`config.mk`:
```
export PLATFORM = sky130hd
export DESIGN_NAME = axil_sensor_ctrl_slave
export DESIGN_NICKNAME = d
export VERILOG_FILES = /design/src/rtl/axil_sensor_ctrl_slave.sv
export SDC_FILE = /design/constraint.sdc
export NUM_CORES = 1
export LEC_CHECK = 0
export ABC_AREA = 1
export CORE_ASPECT_RATIO = 1.1
export CORE_UTILIZATION = 30
export CTS_BUF_LIST = sky130_fd_sc_hd__clkbuf_4 sky130_fd_sc_hd__clkbuf_8
export DETAILED_ROUTE_END_ITERATION = 12
export HOLD_SLACK_MARGIN = 0.12
export PLACE_DENSITY = 0.52
export SLEW_MARGIN = 20
export SYNTH_ARGS = -nofsm -noshare
export SYNTH_HDL_FRONTEND = slang
export SYNTH_SLANG_ARGS = --single-unit
```
`constraint.sdc`:
```
create_clock -name axiClk100MHz -period 2 [get_ports axiClk100MHz]
set_input_delay 0.5 -clock axiClk100MHz [delete_from_list [all_inputs] [get_ports axiClk100MHz]]
set_output_delay 0.5 -clock axiClk100MHz [all_outputs]
set_load 0.05 [all_outputs]
```
`src/rtl/axil_sensor_ctrl_slave.sv`:
```
// AXI4-Lite register slave for a sensor power-up controller (ID, CTRL, STAT, SCRATCH).
// Latency: write commits one cycle after both AW and W are latched; read data one cycle after the AR handshake.
// Backpressure: bvalid/rvalid hold until accepted; no new AW/W is taken while a write response is pending, and no new AR while read data is pending.
//
// Ports:
//   axiClk100MHz, axiReset_n         - clock, synchronous active-low reset
//   s_axil_if_aw*/w*/b*              - AXI4-Lite write address/data/response channels
//   s_axil_if_ar*/r*                 - AXI4-Lite read address/data channels
//   sensor_clk_en, sensor_reset_n    - sensor controls derived from CTRL[1:0]
//   sensor_ready                     - power-up sequence complete (STAT[0])
module axil_sensor_ctrl_slave #(
    parameter logic [31:0] ID_VALUE      = 32'h0058_0001,
    parameter int unsigned POWERUP_DELAY = 16
) (
    input  logic        axiClk100MHz,
    input  logic        axiReset_n,
    input  logic [31:0] s_axil_if_awaddr,
    input  logic [2:0]  s_axil_if_awprot,
    input  logic        s_axil_if_awvalid,
    output logic        s_axil_if_awready,
    input  logic [31:0] s_axil_if_wdata,
    input  logic [3:0]  s_axil_if_wstrb,
    input  logic        s_axil_if_wvalid,
    output logic        s_axil_if_wready,
    output logic [1:0]  s_axil_if_bresp,
    output logic        s_axil_if_bvalid,
    input  logic        s_axil_if_bready,
    input  logic [31:0] s_axil_if_araddr,
    input  logic [2:0]  s_axil_if_arprot,
    input  logic        s_axil_if_arvalid,
    output logic        s_axil_if_arready,
    output logic [31:0] s_axil_if_rdata,
    output logic [1:0]  s_axil_if_rresp,
    output logic        s_axil_if_rvalid,
    input  logic        s_axil_if_rready,
    output logic        sensor_clk_en,
    output logic        sensor_reset_n,
    output logic        sensor_ready
);

    localparam logic [10:0] ADDR_ID      = 11'h000;
    localparam logic [10:0] ADDR_CTRL    = 11'h190;
    localparam logic [10:0] ADDR_STAT    = 11'h198;
    localparam logic [10:0] ADDR_SCRATCH = 11'h1A0;

    localparam logic [1:0] RESP_OKAY   = 2'b00;
    localparam logic [1:0] RESP_SLVERR = 2'b10;

    localparam logic [15:0] CNT_LAST = 16'(POWERUP_DELAY - 1);

    typedef enum logic [1:0] {
        ST_OFF   = 2'd0,
        ST_COUNT = 2'd1,
        ST_READY = 2'd2
    } pwr_state_t;

    // Protection bits and upper address bits carry no meaning for this block.
    logic unused_inputs;
    assign unused_inputs = &{1'b0, s_axil_if_awprot, s_axil_if_arprot,
                             s_axil_if_awaddr[31:11], s_axil_if_araddr[31:11]};

    // Ready outputs stay low until the first clock edge after reset release.
    logic        init_done_q;

    logic        aw_vld_q;
    logic [10:0] awaddr_q;
    logic        w_vld_q;
    logic [31:0] wdata_q;
    logic [3:0]  wstrb_q;
    logic        bvalid_q;
    logic [1:0]  bresp_q;

    logic        rvalid_q;
    logic [31:0] rdata_q;
    logic [1:0]  rresp_q;

    logic [1:0]  ctrl_q;
    logic [31:0] scratch_q;

    pwr_state_t  state_q, state_d;
    logic [15:0] cnt_q, cnt_d;

    logic        aw_hs, w_hs, ar_hs, do_write;
    logic        wr_ok, wr_ctrl, wr_scratch;
    logic [31:0] scratch_wr_val;
    logic        rd_ok;
    logic [31:0] rd_data;
    logic [31:0] stat_val;
    logic        pwr_on;

    assign s_axil_if_awready = init_done_q && !aw_vld_q && !bvalid_q;
    assign s_axil_if_wready  = init_done_q && !w_vld_q  && !bvalid_q;
    assign s_axil_if_arready = init_done_q && !rvalid_q;

    assign aw_hs    = s_axil_if_awvalid && s_axil_if_awready;
    assign w_hs     = s_axil_if_wvalid  && s_axil_if_wready;
    assign ar_hs    = s_axil_if_arvalid && s_axil_if_arready;
    assign do_write = aw_vld_q && w_vld_q && !bvalid_q;

    assign s_axil_if_bvalid = bvalid_q;
    assign s_axil_if_bresp  = bresp_q;
    assign s_axil_if_rvalid = rvalid_q;
    assign s_axil_if_rdata  = rdata_q;
    assign s_axil_if_rresp  = rresp_q;

    assign sensor_clk_en  = ctrl_q[1];
    assign sensor_reset_n = ctrl_q[0] & ctrl_q[1];
    assign sensor_ready   = (state_q == ST_READY);

    assign stat_val = {cnt_q, 15'b0, sensor_ready};
    assign pwr_on   = (ctrl_q == 2'b11);

    // Write decode on the latched address; ID and STAT are read-only.
    always_comb begin
        wr_ok      = 1'b0;
        wr_ctrl    = 1'b0;
        wr_scratch = 1'b0;
        case (awaddr_q)
            ADDR_CTRL: begin
                wr_ok   = 1'b1;
                wr_ctrl = 1'b1;
            end
            ADDR_SCRATCH: begin
                wr_ok      = 1'b1;
                wr_scratch = 1'b1;
            end
            default: wr_ok = 1'b0;
        endcase
    end

    always_comb begin
        scratch_wr_val = scratch_q;
        for (int b = 0; b < 4; b++) begin
            if (wstrb_q[b]) begin
                scratch_wr_val[8*b +: 8] = wdata_q[8*b +: 8];
            end
        end
    end

    // Read decode samples current register values, so a same-cycle write is not visible.
    always_comb begin
        rd_ok   = 1'b1;
        rd_data = '0;
        case (s_axil_if_araddr[10:0])
            ADDR_ID:      rd_data = ID_VALUE;
            ADDR_CTRL:    rd_data = {30'b0, ctrl_q};
            ADDR_STAT:    rd_data = stat_val;
            ADDR_SCRATCH: rd_data = scratch_q;
            default:      rd_ok   = 1'b0;
        endcase
    end

    always_ff @(posedge axiClk100MHz) begin
        if (!axiReset_n) begin
            init_done_q <= 1'b0;
            aw_vld_q    <= 1'b0;
            awaddr_q    <= '0;
            w_vld_q     <= 1'b0;
            wdata_q     <= '0;
            wstrb_q     <= '0;
            bvalid_q    <= 1'b0;
            bresp_q     <= RESP_OKAY;
            rvalid_q    <= 1'b0;
            rdata_q     <= '0;
            rresp_q     <= RESP_OKAY;
            ctrl_q      <= '0;
            scratch_q   <= '0;
        end else begin
            init_done_q <= 1'b1;

            if (aw_hs) begin
                aw_vld_q <= 1'b1;
                awaddr_q <= s_axil_if_awaddr[10:0];
            end
            if (w_hs) begin
                w_vld_q <= 1'b1;
                wdata_q <= s_axil_if_wdata;
                wstrb_q <= s_axil_if_wstrb;
            end

            // The latches are freed at commit; bvalid alone then holds off new AW/W.
            if (do_write) begin
                aw_vld_q <= 1'b0;
                w_vld_q  <= 1'b0;
                bvalid_q <= 1'b1;
                bresp_q  <= wr_ok ? RESP_OKAY : RESP_SLVERR;
                if (wr_ctrl && wstrb_q[0]) begin
                    ctrl_q <= wdata_q[1:0];
                end
                if (wr_scratch) begin
                    scratch_q <= scratch_wr_val;
                end
            end else if (bvalid_q && s_axil_if_bready) begin
                bvalid_q <= 1'b0;
            end

            if (ar_hs) begin
                rvalid_q <= 1'b1;
                rdata_q  <= rd_data;
                rresp_q  <= rd_ok ? RESP_OKAY : RESP_SLVERR;
            end else if (rvalid_q && s_axil_if_rready) begin
                rvalid_q <= 1'b0;
            end
        end
    end

    // Power-up sequencer: the counter runs 0..POWERUP_DELAY-1 in COUNT, so READY
    // arrives POWERUP_DELAY cycles after COUNT is entered. Dropping either CTRL bit
    // returns to OFF from any state.
    always_comb begin
        state_d = state_q;
        cnt_d   = cnt_q;
        case (state_q)
            ST_OFF: begin
                cnt_d = '0;
                if (pwr_on) begin
                    state_d = ST_COUNT;
                end
            end
            ST_COUNT: begin
                if (!pwr_on) begin
                    state_d = ST_OFF;
                    cnt_d   = '0;
                end else if (cnt_q == CNT_LAST) begin
                    state_d = ST_READY;
                end else begin
                    cnt_d = cnt_q + 16'd1;
                end
            end
            ST_READY: begin
                if (!pwr_on) begin
                    state_d = ST_OFF;
                    cnt_d   = '0;
                end
            end
            default: begin
                state_d = ST_OFF;
                cnt_d   = '0;
            end
        endcase
    end

    always_ff @(posedge axiClk100MHz) begin
        if (!axiReset_n) begin
            state_q <= ST_OFF;
            cnt_q   <= '0;
        end else begin
            state_q <= state_d;
            cnt_q   <= cnt_d;
        end
    end

endmodule

```
==> metrics.txt, run 1 <==
worst vdd ir 0.000376 V; die area around 20,000 µm²; FMAX 517 MHz; largest stage delay on the critical path 0.37 ns; Final #Nets 1,084; Max Cap Viol 0; worst skew pair latency 0.45 ns; die height between 150 and 200 µm; Area Growth Syn to Fin 31.1%; final setup vio count 0; crit path DAT roughly 1.4 ns; Top delay family on crit path flip-flops; first-pass GRT wire length 24,800 µm; Post-DRT Antenna Nets 0; CTS sink cnt between 100 and 150; clock skew 0.0138 ns; Mean Syn Cell Area 6.97 µm²; Buffers on Ports about 110; synthesized area 5980 µm²; pin count of the biggest net entering global routing 101; Final Util 0.406; post-synth cell types 31; clock tree buffer depth 2; Pwr Total 5.98 mW; total CTS buffers 17; Iter 0 DRT Violations 291; IO Pins about 160; Syn. warnings 0; worst slack at placement -0.117 ns; Slew Viols, Final 0; Adder-Cell Fraction of Synth Area 0.00209; Final WS setup just under 0.07 ns; sequential element share of the synthesized area 0.462; DRC violations left 0; Inst Count DP around 1.2k; Pwr Density 763 nW/µm²; Clock H-tree levels 4; CTS tree yes; critical path startpoint category flip-flop; GR Util All Layers 0.157; Vias per Instance 4.42; CP max FO 3; core area approximately 19,000 µm²; Routed WL per cell about 12 µm; # diodes 0; Simple-Gate Fraction of Synth Area 0.319; post-synthesis mux area share 0; post-DP HPWL ~11,000 µm; fraction of layout cells with a size suffix above 1 0.129; Synth Area in XOR/XNOR 0.00147; final WL 15,200 µm; Seq cells post-synth 138; vias in the first global route 4,994; Final min period slightly below 2 ns; total gr overflow 0; hold buffer count at CTS 0; overall die width 137 µm; Rows 53; Critical Path Sink Type output port; outcome finished, final reports clean; final cell area excluding filler cells a little under 8000 µm²; complex-gate fraction of the synthesized area 0.120; leakage 3.42 nW; main combinational cell family by area after synthesis simple AND/OR/NAND/NOR gates; routability congestion estimate 0.884; Gate Count Post-Synth 858; WS Path Type flip-flop to output port; Placed Area approximately 7400 µm²; crit-path cells buf_4, nor3_4, buf_12; DR vias roughly 5.4k; final std cells w/o fill 1,230; Hold Vio Cnt, Final 0; CP required about 1.5 ns; drt first pass iters 4; clock slew at reported path FFs 0.08 ns; crit share post-route 0.966; CTS Root Cell clkbuf_8; RSZ-0062 raised after global routing false; WP buf/inv 2; Slowest-stage cell, CP dfxtp_1; initial antenna violation count 0; Initial Utilization 0.310; HP Class flip-flop to flip-flop
-- worst reg2reg max path, cell delays in order (launching register included) --
cell and delay, ns:
dfxtp_1 0.40, ha_1 0.19, nand2_1 0.08, inv_1 0.09, nand2_1 0.10, nor2_1 0.18, nand3_2 0.18, nand2_4 0.16
nand2_2 0.11, o21ai_0 0.17
-- cells in the mapped netlist --
| library cell | number | area share |
|---|---|---|
| buf_2 | 13 | 0.011 |
| nand4_1 | 14 | 0.015 |
| nand2_1 | 168 | 0.11 |
| dfxtp_1 | 138 | 0.46 |
| nand3_2 | 5 | 0.0084 |
| nor3_2 | 2 | 0.0033 |
| buf_1 | 3 | 0.0019 |
| conb_1 | 1 | 0.00063 |
| buf_4 | 7 | 0.0088 |
| ha_1 | 1 | 0.0021 |
| clkinv_1 | 2 | 0.0013 |
| inv_2 | 4 | 0.0025 |
| a21oi_1 | 52 | 0.044 |
| nor2_1 | 179 | 0.11 |
| o21ai_1 | 5 | 0.0042 |
| o21ai_0 | 85 | 0.071 |
| and2_1 | 1 | 0.0010 |
| nor4_1 | 1 | 0.0010 |
| a21oi_2 | 1 | 0.0015 |
| nand3_1 | 51 | 0.043 |
| nor3_4 | 1 | 0.0027 |
| nor2_4 | 3 | 0.0057 |
| nor3_1 | 9 | 0.0075 |
| inv_1 | 81 | 0.051 |
| nor2_2 | 4 | 0.0042 |
| buf_6 | 5 | 0.0094 |
| nand2_2 | 5 | 0.0052 |
| clkbuf_1 | 13 | 0.0082 |
| nand2_4 | 2 | 0.0038 |
| xor2_1 | 1 | 0.0015 |
| nand3b_1 | 1 | 0.0013 |
-- cells by family after synthesis --
| group | after synthesis |
|---|---|
| AO/OA/AOI/OAI | 143 |
| XOR/XNOR | 1 |
| adder cells (fa/ha/maj) | 1 |
| buffers and inverters | 128 |
| flip-flops | 138 |
| other | 1 |
| AND/OR/NAND/NOR | 446 |
-- metrics by stage --
step                      TNS [ns]  hold slack [ns]
after global routing             0            0.484
after global placement       -2.55            0.442
final                            0            0.455
after CTS                        0            0.460
after detailed placement     -2.19            0.448
after floorplan                  0            0.429
-- placed cells by master, fill, tap and decap left out, types with 6 or more instances in the layout --
cell type | synthesis | layout
a21oi_1 | 52 | 52
buf_12 | 0 | 13
buf_4 | 7 | 51
clkbuf_8 | 0 | 17
clkdlybuf4s50_1 | 0 | 63
dfxtp_1 | 138 | 138
inv_1 | 81 | 81
nand2_1 | 168 | 167
nand2_2 | 5 | 6
nand3_1 | 51 | 51
nand4_1 | 14 | 14
nor2_1 | 179 | 178
nor3_1 | 9 | 8
o21ai_0 | 85 | 85
-- cell type report --
class	count	area (µm²)
Sequential cell	138	2760
Timing Repair Buffer	133	1320
Fill cell	2028	11500
Multi-Input combinational cell	593	2680
Clock buffer	18	241
Inverter	87	327
Tap cell	247	309
Clock inverter	14	195
-- layer usage --
| metal | track usage | wire length (µm) |
|---|---|---|
| met1 | 0.202 | 7270 |
| met2 | 0.251 | 7030 |
| met3 | 0.0369 | 557 |
| met4 | 0.0633 | 351 |
| met5 | 0 | 0 |
-- what timing repair did --
action | in CTS | in global routing
pin swaps | 0 | 1
setup buffers | 0 | 0
gates resized for setup | 5 | 1
endpoints found under the setup margin | 5 | 2
-- flip-flops by register name, indices dropped and copies added, names as in the netlist, 2 cells and up --
| signal | cells |
|---|---|
| ctrl_q | 2 |
| wdata_q | 32 |
| cnt_q | 16 |
| state_q | 2 |
| scratch_q | 32 |
| awaddr_q | 11 |
| s_axil_if_rdata | 32 |
| wstrb_q | 4 |
-- path summary, 6_finish.rpt --
kind | slack, ns | start | depth (start not counted) | end
min reg2reg | 0.46 | awaddr_q[9] | 2 | awaddr_q[9]
max | 0.07 | s_axil_if_bvalid | 3 | s_axil_if_awready
max reg2reg | 0.28 | cnt_q[0] | 9 | cnt_q[11]
min | 0.46 | awaddr_q[9] | 2 | awaddr_q[9]
-- report_power, final --
group	internal, mW	switching, mW	total (mW)
Sequential	2.84	0.0495	2.89
Clock	1.38	1.12	2.50
Combinational	0.254	0.335	0.589
(Power assumes the default switching activity.)
==> run 2, diff against run 1 <==
Settings changed: ABC_AREA 1 to default, TNS_END_PERCENT from default to 30.
==> run 2 against run 1 <==
Against the previous run:
- first-iteration DRC count stayed put
- largest cell class unchanged
- cell area is 2.2% lower
- sequential cell count stayed put
- sequential share of layout area is 0.82 points higher
- hold slack worse by 0.021 ns
- setup slack worse by 0.043 ns
- core utilization is 0.86 points higher
- clock skew is 0.0030 ns lower
- via count is 5.6% lower
- critical path depth is 2 higher
==> metrics.txt, run 2 <==
outcome finished, final reports clean; Syn. warnings 0; critical path startpoint category input port; pin count of the biggest net entering global routing 67; Multi-input gate area 2730 µm²; r2r worst-path depth 5; hold path depth 3; worst vdd ir 0.000406 V; CP required 2.35 ns; Switch Pwr 1.40 mW; Final min period about 2.0 ns; Area Growth Syn to Fin 35.2%; GRT busiest layer met2; GR Util met2 0.265; Pwr Total 5.57 mW; Vias per Instance 4.83; Filler cells 1,872; commonest non-fill, non-tap cell in the layout nand2_1; Final Util 0.415; Worst R2R Setup Slack 0.14 ns; post-synth top area cell dfxtp_1; Seq cells post-synth about 140; commonest cells after routing, fill and taps aside nand2_1 (201), dfxtp_1 (137), a21oi_1 (76); Clock Power Share 0.407; switching share of power 0.251; Iter 0 DRT Violations a little under 300; ys flop type dfxtp_1; total gr overflow 0; WP buf/inv 1; WP depth 5; sequential element share of the synthesized area 0.487; DRC violations left 0; DR vias 5,135; post-synth cell types 55; Rows between 50 and 60; Inst Count DP ~1.0k; hold_ws 0.434 ns; worst slack at placement -0.680 ns; overall die width 133 µm; CP max FO 4; crit-path cells clkdlybuf4s50_1, or2_4, or2_1, or4_4, o41ai_2; Mean Syn Cell Area between 8 and 9 µm²; CTS Root Cell clkbuf_8; Top delay family on crit path simple AND/OR/NAND/NOR gates; register area 2760 µm²; WS Path Type input port to flip-flop; hold buffer count at CTS 0; total CTS buffers 17; FMAX 506 MHz; M1 GR Usage 0.204; leakage 2.75 nW; die height approximately 150 µm; largest stage delay on the critical path ~0.58 ns; M3 GR Usage 0.0410; Clock H-tree levels 4; most common cell in the netlist nand2_1; CTS tree yes; worst slew pin tran 0.569 ns; asr flop ratio synth 0; crit share post-route 0.988; Final #Nets 921; Post-synth EDFFs 0; # diodes 0; Slew Viols, Final 0; IO Pins 157; final WL approximately 15,000 µm; final cell area excluding filler cells 7660 µm²; Max Cap Viol 0; core area about 18,000 µm²; crit path DAT about 2.3 ns; Gate Count Post-Synth 678; clock slew at reported path FFs 0.08 ns; post-DP HPWL 11,200 µm; routability congestion estimate 0.830; synthesized area around 5700 µm²; die area 19,400 µm²; Routed WL per cell 14.4 µm; CTS sink cnt 138; Post-DRT Antenna Nets 0; synth top area cells dfxtp_1 (49%), nand2_1 (13%), a21oi_1 (6.7%), mux2i_1 (5.7%), clkbuf_1 (2.4%); initial antenna violation count 0; final setup vio count 0; Rel. slew slack 0.620; drt first pass iters 4; combinational fraction of design power 0.084; Slowest-stage cell, CP or4_4; Critical Path Sink Type flip-flop; most frequent cells after synthesis nand2_1 (201), dfxtp_1 (138), a21oi_1 (76); final std cells w/o fill 1,063; clock skew 0.0108 ns; Sequential Power Share 0.509; final setup TNS 0 ns; internal power approximately 4.2 mW; first-pass GRT wire length 25,000 µm; post-synth top area share 0.487; Buffers on Ports 106; Final WS setup 0.0246 ns; Placed Area about 7200 µm²; worst skew pair latency roughly 0.45 ns; clock tree buffer depth 2; HP Class input port to flip-flop; Initial Utilization 0.307; vias in the first global route 5,030; RSZ-0062 raised after global routing false; GR Util All Layers 0.163; Pwr Density 726 nW/µm²; Hold Vio Cnt, Final 0; fraction of layout cells with a size suffix above 1 0.179
run 2: changes by cell type after synthesis, sizes merged, moves of 13 or more:
cell    delta
a22oi     +13
nor2     -172
mux2i     +32
nand2     +26
buf       -19
nand3     -29
inv       -77
o21ai     -68
a21oi     +23
clkbuf    +23
run 2: worst min-delay path: stages:
cell,delay [ns]
buf_2,0.13
nand3_1,0.14
a211oi_1,0.06
run 2: timing repair:
action | in CTS | in global routing
gates resized for setup | 19 | 18
pin swaps | 5 | 4
cloned | 1 | 0
endpoints found under the setup margin | 28 | 19
setup buffers | 0 | 1
run 2: final timing paths:
path,from,end
worst max register to register,cnt_q[0],cnt_q[5]
worst min-delay path,axiReset_n,state_q[0]
worst min register to register,s_axil_if_rdata[17],s_axil_if_rdata[17]
worst max-delay path,s_axil_if_araddr[1],s_axil_if_rdata[1]
run 2: cell type report:
| type | instances | area share |
|---|---|---|
| well taps | 243 | 0.0397 |
| clock buffers | 18 | 0.0323 |
| multi-input cells | 488 | 0.356 |
| clock inverters | 14 | 0.0193 |
| inverters | 8 | 0.00392 |
| flip-flops and latches | 138 | 0.361 |
| repair buffers | 154 | 0.188 |
run 2: logic make-up (layout without fill, tap and decap cells):
family,after synthesis,in the layout,share of synthesized area
xor gates and xnor gates,6,6,0.00927
muxes,33,33,0.0585
DFF,138,138,0.487
AOI/OAI and AO/OA,133,133,0.143
adders and majority gates,1,1,0.00221
other,1,2,0.000662
buffers and inverters,53,194,0.0406
and+or+nand+nor,313,313,0.258
run 2: layer usage:
metal  share of wire  vias up
li1                -     2603
met1            0.45     2371
met2            0.47      133
met3           0.050       28
met4           0.022        0
met5               0        -
run 2: power groups by stage:
| stage | logic [mW] | clock network, mW | registers (mW) |
|---|---|---|---|
| 6_report | 0.469 | 2.26 | 2.83 |
| 5_1_grt | 0.510 | 2.46 | 2.84 |
| 4_1_cts | 0.473 | 2.33 | 2.83 |
| 3_5_place_dp | 0.474 | 0 | 2.90 |
| 3_3_place_gp | 0.468 | 0 | 2.89 |
| 2_1_floorplan | 0.215 | 0 | 2.90 |
